[src/rtl/data_cal_pkg.sv]
// Shared definitions for the nibble-sum calculator and its upstream sequencer.
// - sel encodings M0..M3 (M0 loads a word, M1..M3 select an operation)
// - FSM state enum for the sequencer
// - FIFO payload width ({data[15:0], mask[2:0]})
// - mask-walker helpers: lowest enabled operation, and mask with that bit cleared
package data_cal_pkg;

  localparam logic [1:0] M0 = 2'b00;
  localparam logic [1:0] M1 = 2'b01;
  localparam logic [1:0] M2 = 2'b10;
  localparam logic [1:0] M3 = 2'b11;

  localparam int unsigned PAYLOAD_W = 19;

  typedef enum logic [1:0] {IDLE, LOAD, OP} state_e;

  // sel value for the lowest set bit of the remaining mask (M0 when empty)
  function automatic logic [1:0] low_sel(input logic [2:0] m);
    if (m[0])      return M1;
    else if (m[1]) return M2;
    else if (m[2]) return M3;
    else           return M0;
  endfunction

  // Remaining mask once the lowest set bit has been sequenced
  function automatic logic [2:0] clr_low(input logic [2:0] m);
    return m & (m - 3'd1);
  endfunction

endpackage

[src/rtl/seq_fifo2.sv]
// Two-entry synchronous FIFO holding {data, mask} words for the sequencer.
// Ports:
//   clk, rst        clock (rising edge), asynchronous active-low reset
//   push, wdata     write request and payload (ignored when full without a pop)
//   pop, rdata      read request (ignored when empty) and head-of-queue payload
//   full, empty     occupancy flags derived from the registered count
module seq_fifo2
  import data_cal_pkg::*;
(
  input  logic                 clk,
  input  logic                 rst,
  input  logic                 push,
  input  logic [PAYLOAD_W-1:0] wdata,
  input  logic                 pop,
  output logic [PAYLOAD_W-1:0] rdata,
  output logic                 full,
  output logic                 empty
);

  logic [PAYLOAD_W-1:0] mem_q [2];
  logic                 wr_ptr_q;
  logic                 rd_ptr_q;
  logic [1:0]           cnt_q;
  logic                 push_en;
  logic                 pop_en;

  assign full  = (cnt_q == 2'd2);
  assign empty = (cnt_q == 2'd0);
  assign rdata = mem_q[rd_ptr_q];

  // A pop in the same cycle frees the slot that a push while full would use
  assign push_en = push && (!full || pop);
  assign pop_en  = pop && !empty;

  always_ff @(posedge clk or negedge rst) begin
    if (!rst) begin
      mem_q[0] <= '0;
      mem_q[1] <= '0;
      wr_ptr_q <= 1'b0;
      rd_ptr_q <= 1'b0;
      cnt_q    <= 2'd0;
    end else begin
      if (push_en) begin
        mem_q[wr_ptr_q] <= wdata;
        wr_ptr_q        <= ~wr_ptr_q;
      end
      if (pop_en) begin
        rd_ptr_q <= ~rd_ptr_q;
      end
      cnt_q <= cnt_q + {1'b0, push_en} - {1'b0, pop_en};
    end
  end

endmodule

[src/rtl/data_cal_seq.sv]
// Upstream sequencer for data_cal. Buffers {word, op mask} pairs in a 2-entry
// FIFO and drives data_cal's d/sel: one load cycle (sel=00) per word followed by
// one cycle per enabled operation in ascending order (01, 10, 11).
// Ports:
//   clk, rst            clock (rising edge), asynchronous active-low reset
//   in_valid/in_ready   upstream handshake; in_ready = FIFO not full
//   in_data, in_mask    word and operation enables (bit0->01, bit1->10, bit2->11)
//   d, sel              registered outputs wired straight to data_cal
//   busy                sequencer not idle
//   word_done           pulse coincident with the last sequenced cycle of a word
//   word_cnt            completed-word count, wraps
module data_cal_seq
  import data_cal_pkg::*;
#(
  parameter int unsigned CNT_W = 8
) (
  input  logic             clk,
  input  logic             rst,
  input  logic             in_valid,
  output logic             in_ready,
  input  logic [15:0]      in_data,
  input  logic [2:0]       in_mask,
  output logic [15:0]      d,
  output logic [1:0]       sel,
  output logic             busy,
  output logic             word_done,
  output logic [CNT_W-1:0] word_cnt
);

  state_e               state;
  logic [2:0]           mask_r;    // operations still to sequence for the current word
  logic                 fifo_full;
  logic                 fifo_empty;
  logic [PAYLOAD_W-1:0] head;
  logic                 push;
  logic                 pop;
  logic                 last;

  assign in_ready = !fifo_full;
  assign push     = in_valid && in_ready;
  assign busy     = (state != IDLE);

  // Current LOAD/OP cycle is the word's final one once nothing is left in the mask
  assign last = (state != IDLE) && (mask_r == 3'b000);

  // Pop from IDLE, or straight out of a word's last cycle to avoid an idle bubble
  assign pop = !fifo_empty && ((state == IDLE) || last);

  seq_fifo2 u_fifo (
    .clk   (clk),
    .rst   (rst),
    .push  (push),
    .wdata ({in_data, in_mask}),
    .pop   (pop),
    .rdata (head),
    .full  (fifo_full),
    .empty (fifo_empty)
  );

  always_ff @(posedge clk or negedge rst) begin
    if (!rst) begin
      state     <= IDLE;
      mask_r    <= 3'b000;
      d         <= 16'h0000;
      sel       <= M0;
      word_done <= 1'b0;
      word_cnt  <= '0;
    end else begin
      word_done <= 1'b0;
      if (word_done) begin
        word_cnt <= word_cnt + CNT_W'(1);
      end

      unique case (state)
        IDLE, LOAD, OP: begin
          if (pop) begin
            state     <= LOAD;
            d         <= head[PAYLOAD_W-1:3];
            mask_r    <= head[2:0];
            sel       <= M0;
            word_done <= (head[2:0] == 3'b000);
          end else if (state == IDLE || last) begin
            state <= IDLE;
            sel   <= M0;
          end else begin
            // Walk the mask: lowest remaining enabled operation next
            state     <= OP;
            sel       <= low_sel(mask_r);
            mask_r    <= clr_low(mask_r);
            word_done <= (clr_low(mask_r) == 3'b000);
          end
        end
        default: begin
          state <= IDLE;
          sel   <= M0;
        end
      endcase
    end
  end

endmodule

[config.mk]
export PLATFORM = sky130hd
export DESIGN_NAME = data_cal_seq
export DESIGN_NICKNAME = d
export VERILOG_FILES = /design/src/rtl/data_cal_pkg.sv /design/src/rtl/seq_fifo2.sv /design/src/rtl/data_cal_seq.sv
export SDC_FILE = /design/constraint.sdc
export NUM_CORES = 1
export LEC_CHECK = 0
export CAP_MARGIN = 20
export CORE_AREA = 5 5 96 98
export CTS_CLUSTER_DIAMETER = 120
export DETAILED_ROUTE_END_ITERATION = 16
export DIE_AREA = 0 0 101 103
export GPL_TIMING_DRIVEN = 0
export PLACE_DENSITY = 0.67
export SLEW_MARGIN = 20
export SYNTH_ARGS = -nofsm -noshare
export SYNTH_HDL_FRONTEND = slang
export SYNTH_SLANG_ARGS = --single-unit
[constraint.sdc]
create_clock -name clk -period 1.7 [get_ports clk]
set_input_delay 0.51 -clock clk [delete_from_list [all_inputs] [get_ports clk]]
set_output_delay 0.51 -clock clk [all_outputs]
set_load 0.02 [all_outputs]
==> run summary, run 1 <==
Yosys attributes the largest share of cell area to sky130_fd_sc_hd__dfrtp_1 58%, sky130_fd_sc_hd__mux2_2 20%, sky130_fd_sc_hd__mux2_4 7.6%, sky130_fd_sc_hd__xor2_1 1.9%, sky130_fd_sc_hd__xnor2_1 1.7%. The CTS root buffer was sky130_fd_sc_hd__clkbuf_8. STA classifies the critical path endpoint as a flip-flop.

The share of cells above drive strength 1 works out to 0.412. The number of antenna diodes in the final layout is 0. The max-cap check violation count came out at 0.

The filler cells instantiated in the layout total 751. The checks that failed: negative setup slack. Worst-case clock skew: 0.00841 ns. In this run the remaining antenna-violating nets after routing total 0.

Across all hold checks on the routed design, the worst slack comes to 0.0905 ns. The post-route setup TNS is -1.01 ns, and the net count after synthesis is 239. The run finished, with violations left. The count of different cell masters after synthesis is 29, and the detailed router's first-iteration violation count is 46. The total area inside the core boundary comes to 0.00838 mm2. The worst max-slew margin expressed relative to the limit is 0.574, and the number of buffers inserted during clock tree synthesis is 9. The tools report the upper clock frequency limit as 565 MHz. The logs give 0.583 for the share of synthesized area occupied by flip-flops and latches and 0.766 for the final estimated routing congestion in global placement.

The class of the worst hold path was in2async. Using the TritonRoute via totals, the vias-per-cell ratio works out to 4.79. Data on the critical path is required at its endpoint by 1.92 ns. The transition at the pin with the smallest max-transition slack came out at 0.639 ns.

The startpoint type of the worst setup path is a flip-flop. Leaving out fill and tap cells, the most frequent cell in the layout is sky130_fd_sc_hd__dfrtp_1. Measured along the y axis, the die boundary spans 103 um. The first global-routing pass estimated 9740 um of wire.

The maximum number of pins on one net before global-route repair is 47, and the starting utilization of the core area is 0.379. The count of final setup violators is 17, and the area growth from synthesis to layout is 31.7%. The die is 101 um wide. Wires add up to 6010 um. Number of synthesized register bits: 74.

The max-slew violation total from the final report was 0. sky130_fd_sc_hd__dfrtp_1 takes more of the synthesized area than any other cell. The count of endpoints failing hold in the final timing report came out at 0.

The global router's overall resource usage is 0.121, and the share of Yosys cell area claimed by the top area cell type is 0.583. The number of flops mapped to enable cells by yosys is 0, and the die area is 0.0104 mm2. Setup repair after global routing could not meet its margin everywhere. The Yosys step of the flow raised 0 warnings. In this run the worst path has a maximum fanout of 10. The tools report the clock sink count as 74. The smallest clock period supported by the final layout is computed as 1.77 ns. After clock tree synthesis, the clock-pin slew on the worst setup and hold paths is 0.08 ns.

Portion of the clock cycle consumed by the worst path in the final layout: 1.04. The initialized floorplan defines 34 standard-cell rows. The later pin in the worst-skew pair is clocked with a latency of 0.34 ns. The worst setup margin came out at -0.0696 ns. The total of buffers placed on input and output ports came out at 50. The most used flip-flop cell after synthesis is sky130_fd_sc_hd__dfrtp_1. The routed wirelength normalized by instance count works out to 15.0 um. The logs give 0 for the DRC violation count after routing and 4 for the total iterations of the first detailed-routing run. The logs give 0 for the initial antenna violation count and 51 for the number of I/O pins. After synthesis, the mean cell area works out to 14.8 um2. For this run, the post-layout net count is 313. Detailed placement ended at an HPWL of 4050 um. For the number of global-route vias before repair, the log shows 1,960.

The logs give 2 for the buffer levels on the longest clock path and 1,924 for the via total after detailed routing. The share of synthesized registers carrying an async set or reset came out at 1.00. The worst-case IR drop observed on VDD is 0.893 mV.

Leaving out fill and tap cells, the most frequent cells in the layout are 70 x sky130_fd_sc_hd__dfrtp_1, 55 x sky130_fd_sc_hd__mux2_2, 24 x sky130_fd_sc_hd__dlygate4sd2_1, 20 x sky130_fd_sc_hd__clkdlybuf4s50_1, 16 x sky130_fd_sc_hd__mux2_4. TritonCTS built the clock tree. The mapped netlist covers 0.00317 mm2. Synthesis produced 215 cells. Data on the critical path arrives at its endpoint at 1.99 ns. The total overflow left after global routing is 0.

The total leakage power was 1.88 nW; the power per cell area was 2200 mW/mm2. The worst setup path category is reg2reg. The minimum setup slack among reg-to-reg paths was -0.07 ns; the number of levels in the clock H-tree was 3.
[critical path, stage by stage, from the launching register on]
cell and delay (ns):
sky130_fd_sc_hd__dfrtp_2 0.41, sky130_fd_sc_hd__o32a_1 0.40, sky130_fd_sc_hd__or3_4 0.38, sky130_fd_sc_hd__buf_12 0.17
sky130_fd_sc_hd__mux2_4 0.29
[final timing paths]
kind / from / to / depth (start not counted)
setup / recovery: mask_r[0]$_DFFE_PN0P_ / d[1]$_DFFE_PN0P_ / 4
hold / removal: rst / word_cnt[3]$_DFFE_PN0P_ / 1
setup reg to reg: mask_r[0]$_DFFE_PN0P_ / d[1]$_DFFE_PN0P_ / 4
hold reg to reg: word_cnt[7]$_DFFE_PN0P_ / word_cnt[7]$_DFFE_PN0P_ / 1
max in group asynchronous: rst / u_fifo.mem_q[10]$_DFFE_PN0P_ / 2
min in group clk: word_cnt[7]$_DFFE_PN0P_ / word_cnt[7]$_DFFE_PN0P_ / 1
[per-layer routing]
metal | share of wire | global-route usage | routed length [um]
met2 | 0.49 | 0.186 | 2930
met5 | 0 | 0 | 0
met3 | 0.055 | 0.0338 | 329
met1 | 0.45 | 0.165 | 2690
met4 | 0.010 | 0.0460 | 63
[cell usage after synthesis, types with 3 or more instances]
| cell | n |
|---|---|
| sky130_fd_sc_hd__xor2_1 | 7 |
| sky130_fd_sc_hd__mux2i_1 | 4 |
| sky130_fd_sc_hd__xnor2_1 | 6 |
| sky130_fd_sc_hd__mux2_4 | 16 |
| sky130_fd_sc_hd__o21ai_0 | 5 |
| sky130_fd_sc_hd__o22ai_1 | 3 |
| sky130_fd_sc_hd__nor3_1 | 3 |
| sky130_fd_sc_hd__inv_1 | 3 |
| sky130_fd_sc_hd__nor2_1 | 6 |
| sky130_fd_sc_hd__nand4_1 | 3 |
| sky130_fd_sc_hd__buf_2 | 3 |
| sky130_fd_sc_hd__dfrtp_1 | 74 |
| sky130_fd_sc_hd__nand2_1 | 6 |
| sky130_fd_sc_hd__mux2_2 | 55 |
[cells by family after synthesis]
group | synth area share
mux | 0.283
flops | 0.583
simple gates | 0.0465
compound gates | 0.0252
xor+xnor | 0.0359
buf+inv | 0.0177
fa+ha+maj | 0.00788
[metrics by stage]
stage,power (W),utilization,cell area (um2),instances,setup WS (ns)
after global placement,0.00745,0.456,3820,373,-2.49
after detailed placement,0.00757,0.459,3840,374,-0.603
after floorplan,0.00626,-,3180,215,-0.0257
after CTS,0.00925,0.495,4150,401,-0.100
final,0.00921,0.499,4180,402,-0.0696
after global routing,0.00982,0.499,4180,402,-0.134
[power breakdown]
group          internal, W  switching [W]  leakage [nW]  total [W]
Combinational      0.00272        0.00189         0.903    0.00461
Clock             0.000756       0.000628        0.0986    0.00138
Sequential         0.00267       0.000552         0.882    0.00322
Total              0.00614        0.00307          1.88    0.00921
[flip-flops by register name, summed over array words and instances (netlist names)]
name / count
d: 16
sel: 2
word_cnt: 8
u_fifo.cnt_q: 2
mask_r: 3
u_fifo.rd_ptr_q: 1
word_done: 1
u_fifo.wr_ptr_q: 1
state: 2
u_fifo.mem_q: 38
[what timing repair did]
action | in CTS | in global routing
resized for setup | 50 | 12
endpoints found under the hold margin | 0 | 0
buffers inserted | 11 | 3
pin swaps | 4 | 2
hold buffers | 0 | 0
setup endpoints to repair | 66 | 40
[cell type report]
class	count	area, um2	area share
clock buffers	12	155	0.0371
repair buffers	64	597	0.143
multi-input cells	131	1310	0.313
flip-flops and latches	74	1860	0.444
well taps	108	135	0.0323
clock inverters	4	50.0	0.0120
inverters	3	11.3	0.00269
plain buffers	6	66.3	0.0159
No activity file was read; power rests on OpenSTA's default activity.
==> run 2: changes to the inputs <==
--- a/config.mk
+++ b/config.mk
@@ -6,10 +6,10 @@
 export NUM_CORES = 1
 export LEC_CHECK = 0
 export CAP_MARGIN = 20
-export CORE_AREA = 5 5 96 98
+export CORE_AREA = 2 2 93 95
 export CTS_CLUSTER_DIAMETER = 120
 export DETAILED_ROUTE_END_ITERATION = 16
-export DIE_AREA = 0 0 101 103
+export DIE_AREA = 0 0 95 97
 export GPL_TIMING_DRIVEN = 0
 export PLACE_DENSITY = 0.67
 export SLEW_MARGIN = 20
==> constraint.sdc (replaced) <==
create_clock -name clk -period 1.7 [get_ports clk]
set_input_delay 0.51 -clock clk [delete_from_list [all_inputs] [get_ports clk]]
set_output_delay 0.51 -clock clk [all_outputs]
set_load 0.01 [all_outputs]
==> run 2 against run 1 <==
Compared with the run above:
- the flow still finishes with violations (negative setup slack)
- power is 2.9% lower
- sequential power is 2% lower
- worst hold slack better by 0.050 ns
- flip-flop and latch count stayed put
- wire length is 0.72% lower
- clock power is 3% lower
- sequential share of layout area hardly changed
==> run summary, run 2 (synthesis gave the netlist of run 1 again) <==
The number of buffers and inverters on the critical path came out at 0 (-1). On the critical path, the stage with the largest delay is an instance of sky130_fd_sc_hd__dfrtp_2. The largest registers in the layout are u_fifo.mem_q (38), d (16), word_cnt (8).

The tools report the HPWL reported at the end of detailed placement as 3880 um (-4.2%). The post-layout minimum cycle time is 1.77 ns (+0.000592 ns). In the layout the commonest cells are 71 x sky130_fd_sc_hd__dfrtp_1, 55 x sky130_fd_sc_hd__mux2_2, 28 x sky130_fd_sc_hd__dlygate4sd2_1, 21 x sky130_fd_sc_hd__buf_4, 20 x sky130_fd_sc_hd__clkdlybuf4s50_1.

The run finished, with violations left. Number of buffers added to fix hold violations after cts: 0 (unchanged). Leaving out fill and tap cells, the most frequent cell in the layout is sky130_fd_sc_hd__dfrtp_1. For the global-route wire length before repair, the log shows 9950 um (+2.2%). The detailed router's first-iteration violation count was 44 (-4.3%). The total leakage power was 1.92 nW (+1.7%).

Maximum resistive drop on vdd: 0.915 mV (+2.5%). The tools report the CTS root buffer as sky130_fd_sc_hd__clkbuf_8. The logs give 404 (+0.50%) for the non-filler instance count after layout and -0.0702 ns (-0.000592 ns) for the worst setup margin. The count of endpoints failing hold in the final timing report was 0 (unchanged); the net total in the final layout was 319 (+1.9%). The biggest fanout along the worst timing path works out to 3 (-7).

The portion of the clock cycle consumed by the worst path in the final layout is 1.04 (about the same). The number of flip-flops in the largest register was 38 (unchanged). Register ranked first by flip-flop count: u_fifo.mem_q.

The floorplan die width came out at 95 um (-5.9%). For the cell total after placement, the log shows 371 (-0.80%). Class of the worst hold path: in2async.

The worst slack after detailed placement was -0.569 ns (+0.0337 ns). The transition at the pin with the smallest max-transition slack is 0.499 ns (-0.140 ns). The buffer levels on the longest clock path is 2 (unchanged).

The later-pin clock latency in the skew report was 0.33 ns (about the same). The number of antenna cells inserted is 0 (unchanged), and the total iterations of the first detailed-routing run is 4 (unchanged). The clock-pin slew reported for the worst setup and hold paths after clock tree synthesis works out to 0.08 ns (about the same).

For the clock sink count, the log shows 74 (unchanged). For the remaining antenna violation count after routing, the log shows 0 (unchanged). In this design, the largest share of critical-path delay is due to flip-flops.

The upper clock frequency limit was 565 MHz (about the same); the initial antenna violation count was 0 (unchanged). The checks that failed: negative setup slack. The number of global-route vias before repair was 2,058 (+5.0%); the worst-case clock skew was 0.00702 ns (-0.00139 ns). The worst max-slew margin expressed relative to the limit is 0.667 (+0.0936). The vertical die dimension works out to 97 um (-5.8%).

The starting utilization of the core area is 0.390 (+0.0115), and the via-per-instance ratio is 4.78 (about the same). The logs give 51 (unchanged) for the number of I/O pins and 5970 um (-0.72%) for the total wire length after detailed routing. The max-cap check violation count is 0 (unchanged). The maximum single-stage delay on the critical path came out at 0.40 ns (about the same). The data required time at the worst endpoint was 1.96 ns (+0.04 ns); the die area was 0.00922 mm2 (-11%).

The startpoint type of the worst setup path is a flip-flop. The total of buffers placed on input and output ports is 50 (unchanged), and the count of final setup violators is 18 (+1). The worst setup path category is reg2reg. Capturing element type of the critical path: a flip-flop. For the max-slew violation total from the final report, the log shows 0 (unchanged).

Maximum number of pins on one net before global-route repair: 40 (-15%). For the via total after detailed routing, the log shows 1,932 (+0.42%). The area growth from synthesis to layout was 31.6% (about the same). The routed wirelength normalized by instance count is 14.8 um (-1.2%).

Walking the worst path, the cells encountered are o32a_1 -> nor2_2 -> ha_1 -> nor2b_2 -> mux2i_1 -> xnor2_1. The tools report the final estimated routing congestion in global placement as 0.721 (-5.9%). Area of the core: 0.00813 mm2 (-2.9%). The logs give 9 (unchanged) for the number of buffers inserted during clock tree synthesis and 0 (unchanged) for the overall overflow remaining after global route. For the number of rows in the core area, the log shows 33 (-2.9%).

The number of levels in the clock H-tree was 3 (unchanged). Setup repair after global routing could not meet its margin everywhere. The tools report the DRC violation count after routing as 0 (unchanged).

For the global router's overall resource usage, the log shows 0.140 (+0.0185). TritonCTS built the clock tree. The final core utilization is 0.514 (+0.0150). The power per cell area was 2140 mW/mm2 (-2.8%); the share of cells above drive strength 1 was 0.421 (+0.00984). The data arrival time at the worst-slack endpoint came out at 2.03 ns (+0.04 ns).
==> run 2: worst paths after layout <==
check | from | to | slack [ns] | cells past startpoint
worst max-delay path | mask_r[0]$_DFFE_PN0P_ | u_fifo.cnt_q[1]$_DFF_PN0_ | -0.07 | 6
worst min-delay path | rst | word_cnt[6]$_DFFE_PN0P_ | 0.14 | 1
worst max register to register | mask_r[0]$_DFFE_PN0P_ | u_fifo.cnt_q[1]$_DFF_PN0_ | -0.07 | 6
worst min register to register | word_cnt[7]$_DFFE_PN0P_ | word_cnt[7]$_DFFE_PN0P_ | 0.47 | 1
max in group asynchronous | rst | mask_r[0]$_DFFE_PN0P_ | 0.98 | 2
min in group clk | word_cnt[7]$_DFFE_PN0P_ | word_cnt[7]$_DFFE_PN0P_ | 0.47 | 1
==> run 2: metrics by stage <==
stage               area [um2]  total power, W  TNS, ns  hold slack [ns]
floorplan                 3180         0.00601   -0.260            0.214
finish                    4180         0.00895   -0.760            0.141
global placement          3810         0.00718  -198.30            0.458
CTS                       4180         0.00900   -0.888            0.145
global route              4180         0.00956    -1.39            0.160
detailed placement        3830         0.00729   -17.87            0.461
==> run 2: where the power goes <==
| group | leakage (nW) | total, W | switching (W) | internal [W] |
|---|---|---|---|---|
| Clock | 0.0941 | 0.00134 | 0.000639 | 0.000705 |
| Combinational | 0.939 | 0.00446 | 0.00172 | 0.00274 |
| Sequential | 0.883 | 0.00314 | 0.000474 | 0.00267 |
| Total | 1.92 | 0.00895 | 0.00284 | 0.00611 |
==> run 2: cell type report <==
| class | instances | area [um2] |
|---|---|---|
| Clock inverter | 5 | 55.1 |
| Multi-Input combinational cell | 131 | 1300 |
| Inverter | 3 | 11.3 |
| Timing Repair Buffer | 70 | 621 |
| Sequential cell | 74 | 1860 |
| Buffer | 6 | 68.8 |
| Fill cell | 715 | 3960 |
| Tap cell | 105 | 131 |
| Clock buffer | 10 | 138 |
==> run 2: timing repair <==
action	4_1_cts	5_1_grt
resized for setup	45	7
buffers inserted	19	0
pin swaps	4	0
endpoints found under the setup margin	66	40
==> run 2: layer usage <==
metal  wire (um)  up-vias  track usage
met5           0        -            0
met4          58        0       0.0502
met3         221        7       0.0350
met2        2790       41        0.208
met1        2890      961        0.198
li1            -      923            -
==> run 3: changes to the inputs <==
--- a/config.mk
+++ b/config.mk
@@ -11,8 +11,9 @@
 export DETAILED_ROUTE_END_ITERATION = 16
 export DIE_AREA = 0 0 95 97
 export GPL_TIMING_DRIVEN = 0
-export PLACE_DENSITY = 0.67
+export PLACE_DENSITY = 0.68
 export SLEW_MARGIN = 20
 export SYNTH_ARGS = -nofsm -noshare
 export SYNTH_HDL_FRONTEND = slang
+export SYNTH_HIERARCHICAL = 1
 export SYNTH_SLANG_ARGS = --single-unit
==> run 3 against run 2 <==
Compared with the run above:
- the flow still finishes with violations (negative setup slack)
- global-route usage up 2.2 points
- first-iteration DRC count up 34%
- via count up 11%
- final cell count up 6.4%
- synthesized cell count up 5.1%
- combinational power up 30%
- register-to-register slack worse by 0.27 ns
- sequential power about the same
- sequential share of layout area down 4.6 points
- utilization up 5.9 points
- critical path type unchanged
- critical endpoint is now u_fifo/cnt_q[1]$_DFF_PN0_
- largest power group unchanged
- highest routed layer unchanged
==> run summary, run 3 <==
Count of mapped cells out of synthesis: 226 (+5.1%). In this run the critical register-to-register path is captured at u_fifo/cnt_q[1]$_DFF_PN0_. The tools report the net total in the final layout as 345 (+8.2%).

The largest registers in the layout are u_fifo/mem_q (38), d (16), word_cnt (8). The run gives -0.829 ns (-0.260 ns) as the worst slack after detailed placement. The share of cells above drive strength 1 was 0.468 (+0.0463); the transition at the pin with the smallest max-transition slack was 0.625 ns (+0.126 ns). The buffer levels on the longest clock path was 2 (unchanged); the reported net switching power was 0.00328 W (+16%). The proportion of synthesized area in mux cells came out at 0.260 (-0.0231). The detailed router's first-iteration violation count came out at 59 (+34%).

The worst setup margin was -0.341 ns (-0.271 ns). The average cell area after synthesis is 14.3 um2 (-2.9%), and the area growth from synthesis to layout is 43.7%. The portion of total power attributed to sequential cells was 0.310 (-0.041); the number of levels in the clock H-tree was 3 (unchanged). The tools report the total leakage power as 2.16 nW (+13%).

The flow ran to the end, but the final reports show violations. The floorplan die width is 95 um (unchanged), and the clock sink count is 74 (unchanged). The tools report the launch point of the worst path as mask_r[0]$_DFFE_PN0P_.

For the global router's overall resource usage, the log shows 0.161 (+0.0215). In the layout the commonest cells are 71 x sky130_fd_sc_hd__dfrtp_1, 52 x sky130_fd_sc_hd__mux2_4, 27 x sky130_fd_sc_hd__dlygate4sd2_1, 23 x sky130_fd_sc_hd__buf_4, 22 x sky130_fd_sc_hd__mux2_2. Cell depth of the worst flop-to-flop path: 9 (+3). The minimum setup slack among reg-to-reg paths is -0.34 ns (-0.27 ns).

Sorting the synthesized cells by how often they occur yields 74 x sky130_fd_sc_hd__dfrtp_1, 73 x sky130_fd_sc_hd__mux2_2, 7 x sky130_fd_sc_hd__xnor2_1. The netlist area before placement is 0.00324 mm2 (+2.0%), and the portion of the clock cycle consumed by the worst path in the final layout is 1.20 (+0.159). The tools report the overall overflow remaining after global route as 0 (unchanged).

sky130_fd_sc_hd__dfrtp_1 takes more of the synthesized area than any other cell. The synthesized-area fraction occupied by and/or/nand/nor cells is 0.0475 (+0.000997), and the number of I/O pins is 51 (unchanged). The reg-to-reg startpoint is mask_r[0]$_DFFE_PN0P_.

The HPWL reported at the end of detailed placement was 4180 um (+7.8%). Following the worst setup path forward leads to its endpoint at u_fifo/cnt_q[1]$_DFF_PN0_. The area fraction in compound gates after synthesis is 0.0379 (+0.0126), and the share of synthesized registers carrying an async set or reset is 1.00 (unchanged).

The total number of yosys warnings was 6 (+6). The register ranked first by flip-flop count is u_fifo/mem_q. The vertical die dimension is 97 um (unchanged).

Number of flops mapped to enable cells by yosys: 0 (unchanged). The worst hold margin was 0.103 ns (-0.0377 ns); the share of Yosys cell area claimed by the top area cell type was 0.572 (-0.0117). The upper clock frequency limit was 490 MHz (-13%); the cell total after placement was 382 (+3.0%).

The worst setup path category is reg2reg. Number of buffers inserted during clock tree synthesis: 9 (unchanged). The adder-cell share of the synthesized area was 0.0116 (+0.00370). The most frequent standard cell in the layout excluding fill and tap cells was sky130_fd_sc_hd__dfrtp_1.

The run gives 0.583 (-0.0842) as the worst max-slew margin expressed relative to the limit. The tools report the CTS root buffer as sky130_fd_sc_hd__clkbuf_8. The combinational cell fraction of total power came out at 0.565 (+0.066). The final reports fail on negative setup slack. The max-slew violation total from the final report was 0 (unchanged); the global-route wire length before repair was 11,300 um (+13%).

The run gives 0.572 (+0.0588) as the final core utilization. Among all cell types in the netlist, the one instantiated most often is sky130_fd_sc_hd__dfrtp_1. The tools report the non-filler instance count after layout as 430 (+6.4%).

The xor/xnor cell area share of the yosys netlist was 0.0351 (-0.000720); the number of antenna cells inserted was 0 (unchanged). The main combinational cell family by area after synthesis was multiplexers. The biggest fanout along the worst timing path works out to 3 (unchanged). The post-layout minimum cycle time works out to 2.04 ns (+0.271 ns). The run gives 0 (unchanged) as the initial antenna violation count. The total iterations of the first detailed-routing run was 4 (unchanged). The starting utilization of the core area came out at 0.398 (+0.00800). Setup repair after global routing could not meet its margin everywhere.

The area of the core was 0.00813 mm2 (unchanged). The later-pin clock latency in the skew report was 0.34 ns (about the same). STA classifies the critical path startpoint as a flip-flop. The total of buffers placed on input and output ports works out to 50 (unchanged). Via total after detailed routing: 2,139 (+11%). The main flop type after synthesis was sky130_fd_sc_hd__dfrtp_1. Clock-pin slew reported for the worst setup and hold paths after clock tree synthesis: 0.07 ns (about the same). The die area was 0.00922 mm2 (unchanged); the DRC violation count after routing was 0 (unchanged).

The tools report the number of buffers added to fix hold violations after cts as 0 (unchanged). The number of synthesized register bits was 74 (unchanged). The clock network fraction of design power is 0.126 (-0.024), and the maximum resistive drop on vdd is 1.06 mV (+16%). The total internal power was 0.00696 W (+14%).

The switching part of the total was 0.320 (+0.00316). The number of rows in the core area was 33 (unchanged). The number of global-route vias before repair is 2,248 (+9.2%). In this run the worst hold path is classified as in2async. The number of flip-flops in the largest register is 38 (unchanged), and the data required time at the worst endpoint is 1.92 ns (-0.04 ns). The tools report the count of endpoints failing hold in the final timing report as 0 (unchanged). Count of final setup violators: 61 (+43).

The routed wirelength normalized by instance count is 16.3 um (+10%). TritonCTS built the clock tree. Remaining antenna violation count after routing: 0 (unchanged).

The worst-case clock skew was 0.0116 ns (+0.00462 ns); the via-per-instance ratio was 4.97 (+4.0%). The tools report the maximum number of pins on one net before global-route repair as 45 (+13%). The total wire length after detailed routing came out at 7000 um (+17%). The share of synthesized area occupied by flip-flops and latches came out at 0.572 (-0.0117). Capturing element type of the critical path: a flip-flop.

The power per cell area works out to 2200 mW/mm2 (+2.7%). The max-cap check violation count was 0 (unchanged). By area the synthesized netlist is led by sky130_fd_sc_hd__dfrtp_1 57%, sky130_fd_sc_hd__mux2_2 25%, sky130_fd_sc_hd__xnor2_1 1.9%, sky130_fd_sc_hd__buf_6 1.7%, sky130_fd_sc_hd__xor2_1 1.6%.

The net count after synthesis was 251 (+5.0%). The logs give 2.26 ns (+0.23 ns) for the data arrival time at the worst-slack endpoint and 0.805 (+12%) for the final estimated routing congestion in global placement. The logs give 31 (+6.9%) for the count of different cell masters after synthesis and -14.07 ns (-13.30 ns) for the post-route setup TNS.
==> run 3: cell count changes after synthesis, moves of 4 or more <==
cell,delta
sky130_fd_sc_hd__clkbuf_1,+4
sky130_fd_sc_hd__buf_4,+4
sky130_fd_sc_hd__mux2_2,+18
sky130_fd_sc_hd__mux2_4,-16
==> run 3: metrics by stage <==
step           cell area, um2  total power, W
2_1_floorplan            3460         0.00664
3_3_place_gp             4100         0.00786
3_5_place_dp             4120         0.00801
4_1_cts                  4550         0.00987
5_1_grt                  4660          0.0110
6_report                 4660          0.0102
==> run 3: critical path, stage by stage (launching register included) <==
cell	delay, ns
sky130_fd_sc_hd__dfrtp_1	0.39
sky130_fd_sc_hd__or3_4	0.41
sky130_fd_sc_hd__a21oi_4	0.19
sky130_fd_sc_hd__nor3b_4	0.07
sky130_fd_sc_hd__nand2b_4	0.16
sky130_fd_sc_hd__ha_4	0.27
sky130_fd_sc_hd__inv_2	0.04
sky130_fd_sc_hd__ha_4	0.15
sky130_fd_sc_hd__xnor2_2	0.13
sky130_fd_sc_hd__xnor2_1	0.12
==> run 3: cell families after synthesis <==
kind of cell / count (synthesis)
DFF: 74
and+or+nand+nor: 27
buffers and inverters: 17
AOI/OAI and AO/OA: 17
adders and majority gates: 3
xor gates and xnor gates: 13
muxes: 75
==> run 3: repair_timing <==
item                       in CTS  in global routing
gates resized for setup        62                 24
cloned                          2                  0
setup buffers                  23                 14
pin swaps                      11                 12
setup endpoints to repair      87                 62
==> run 3: worst min-delay path by stage <==
stage,start,end,slack [ns],cells past startpoint
after CTS,rst,u_fifo/mem_q[15]$_DFFE_PN0P_,0.1,1
final,rst,u_fifo/mem_q[15]$_DFFE_PN0P_,0.10,1
after global routing,rst,u_fifo/mem_q[15]$_DFFE_PN0P_,0.12,1
after global placement,word_cnt[7]$_DFFE_PN0P_,word_cnt[7]$_DFFE_PN0P_,0.45,1
after floorplan,rst,d[0]$_DFFE_PN0P_,0.21,0
after detailed placement,rst,u_fifo/mem_q[15]$_DFFE_PN0P_,0.48,1
==> run 3: power groups by stage <==
stage | Sequential [W] | Clock, W | Combinational, W
final | 0.00317 | 0.00129 | 0.00578
after global routing | 0.00329 | 0.00142 | 0.00626
after CTS | 0.00315 | 0.00134 | 0.00538
after detailed placement | 0.00323 | 0 | 0.00477
after global placement | 0.00320 | 0 | 0.00466
after floorplan | 0.00325 | 0 | 0.00339
==> run 3: per-layer routing <==
| metal | GRT usage | part of all wire | vias up |
|---|---|---|---|
| met3 | 0.0569 | 0.053 | 6 |
| met5 | 0 | 0 | - |
| met4 | 0.0435 | 0.011 | 0 |
| li1 | - | - | 981 |
| met1 | 0.213 | 0.44 | 1103 |
| met2 | 0.252 | 0.49 | 49 |
==> run 3: layout make-up <==
cell class	count	area, um2
Buffer	8	77.6
Inverter	4	15.0
Clock buffer	13	139
Clock inverter	3	40.0
Fill cell	663	3480
Multi-Input combinational cell	135	1560
Timing Repair Buffer	88	838
Sequential cell	74	1860
Tap cell	105	131
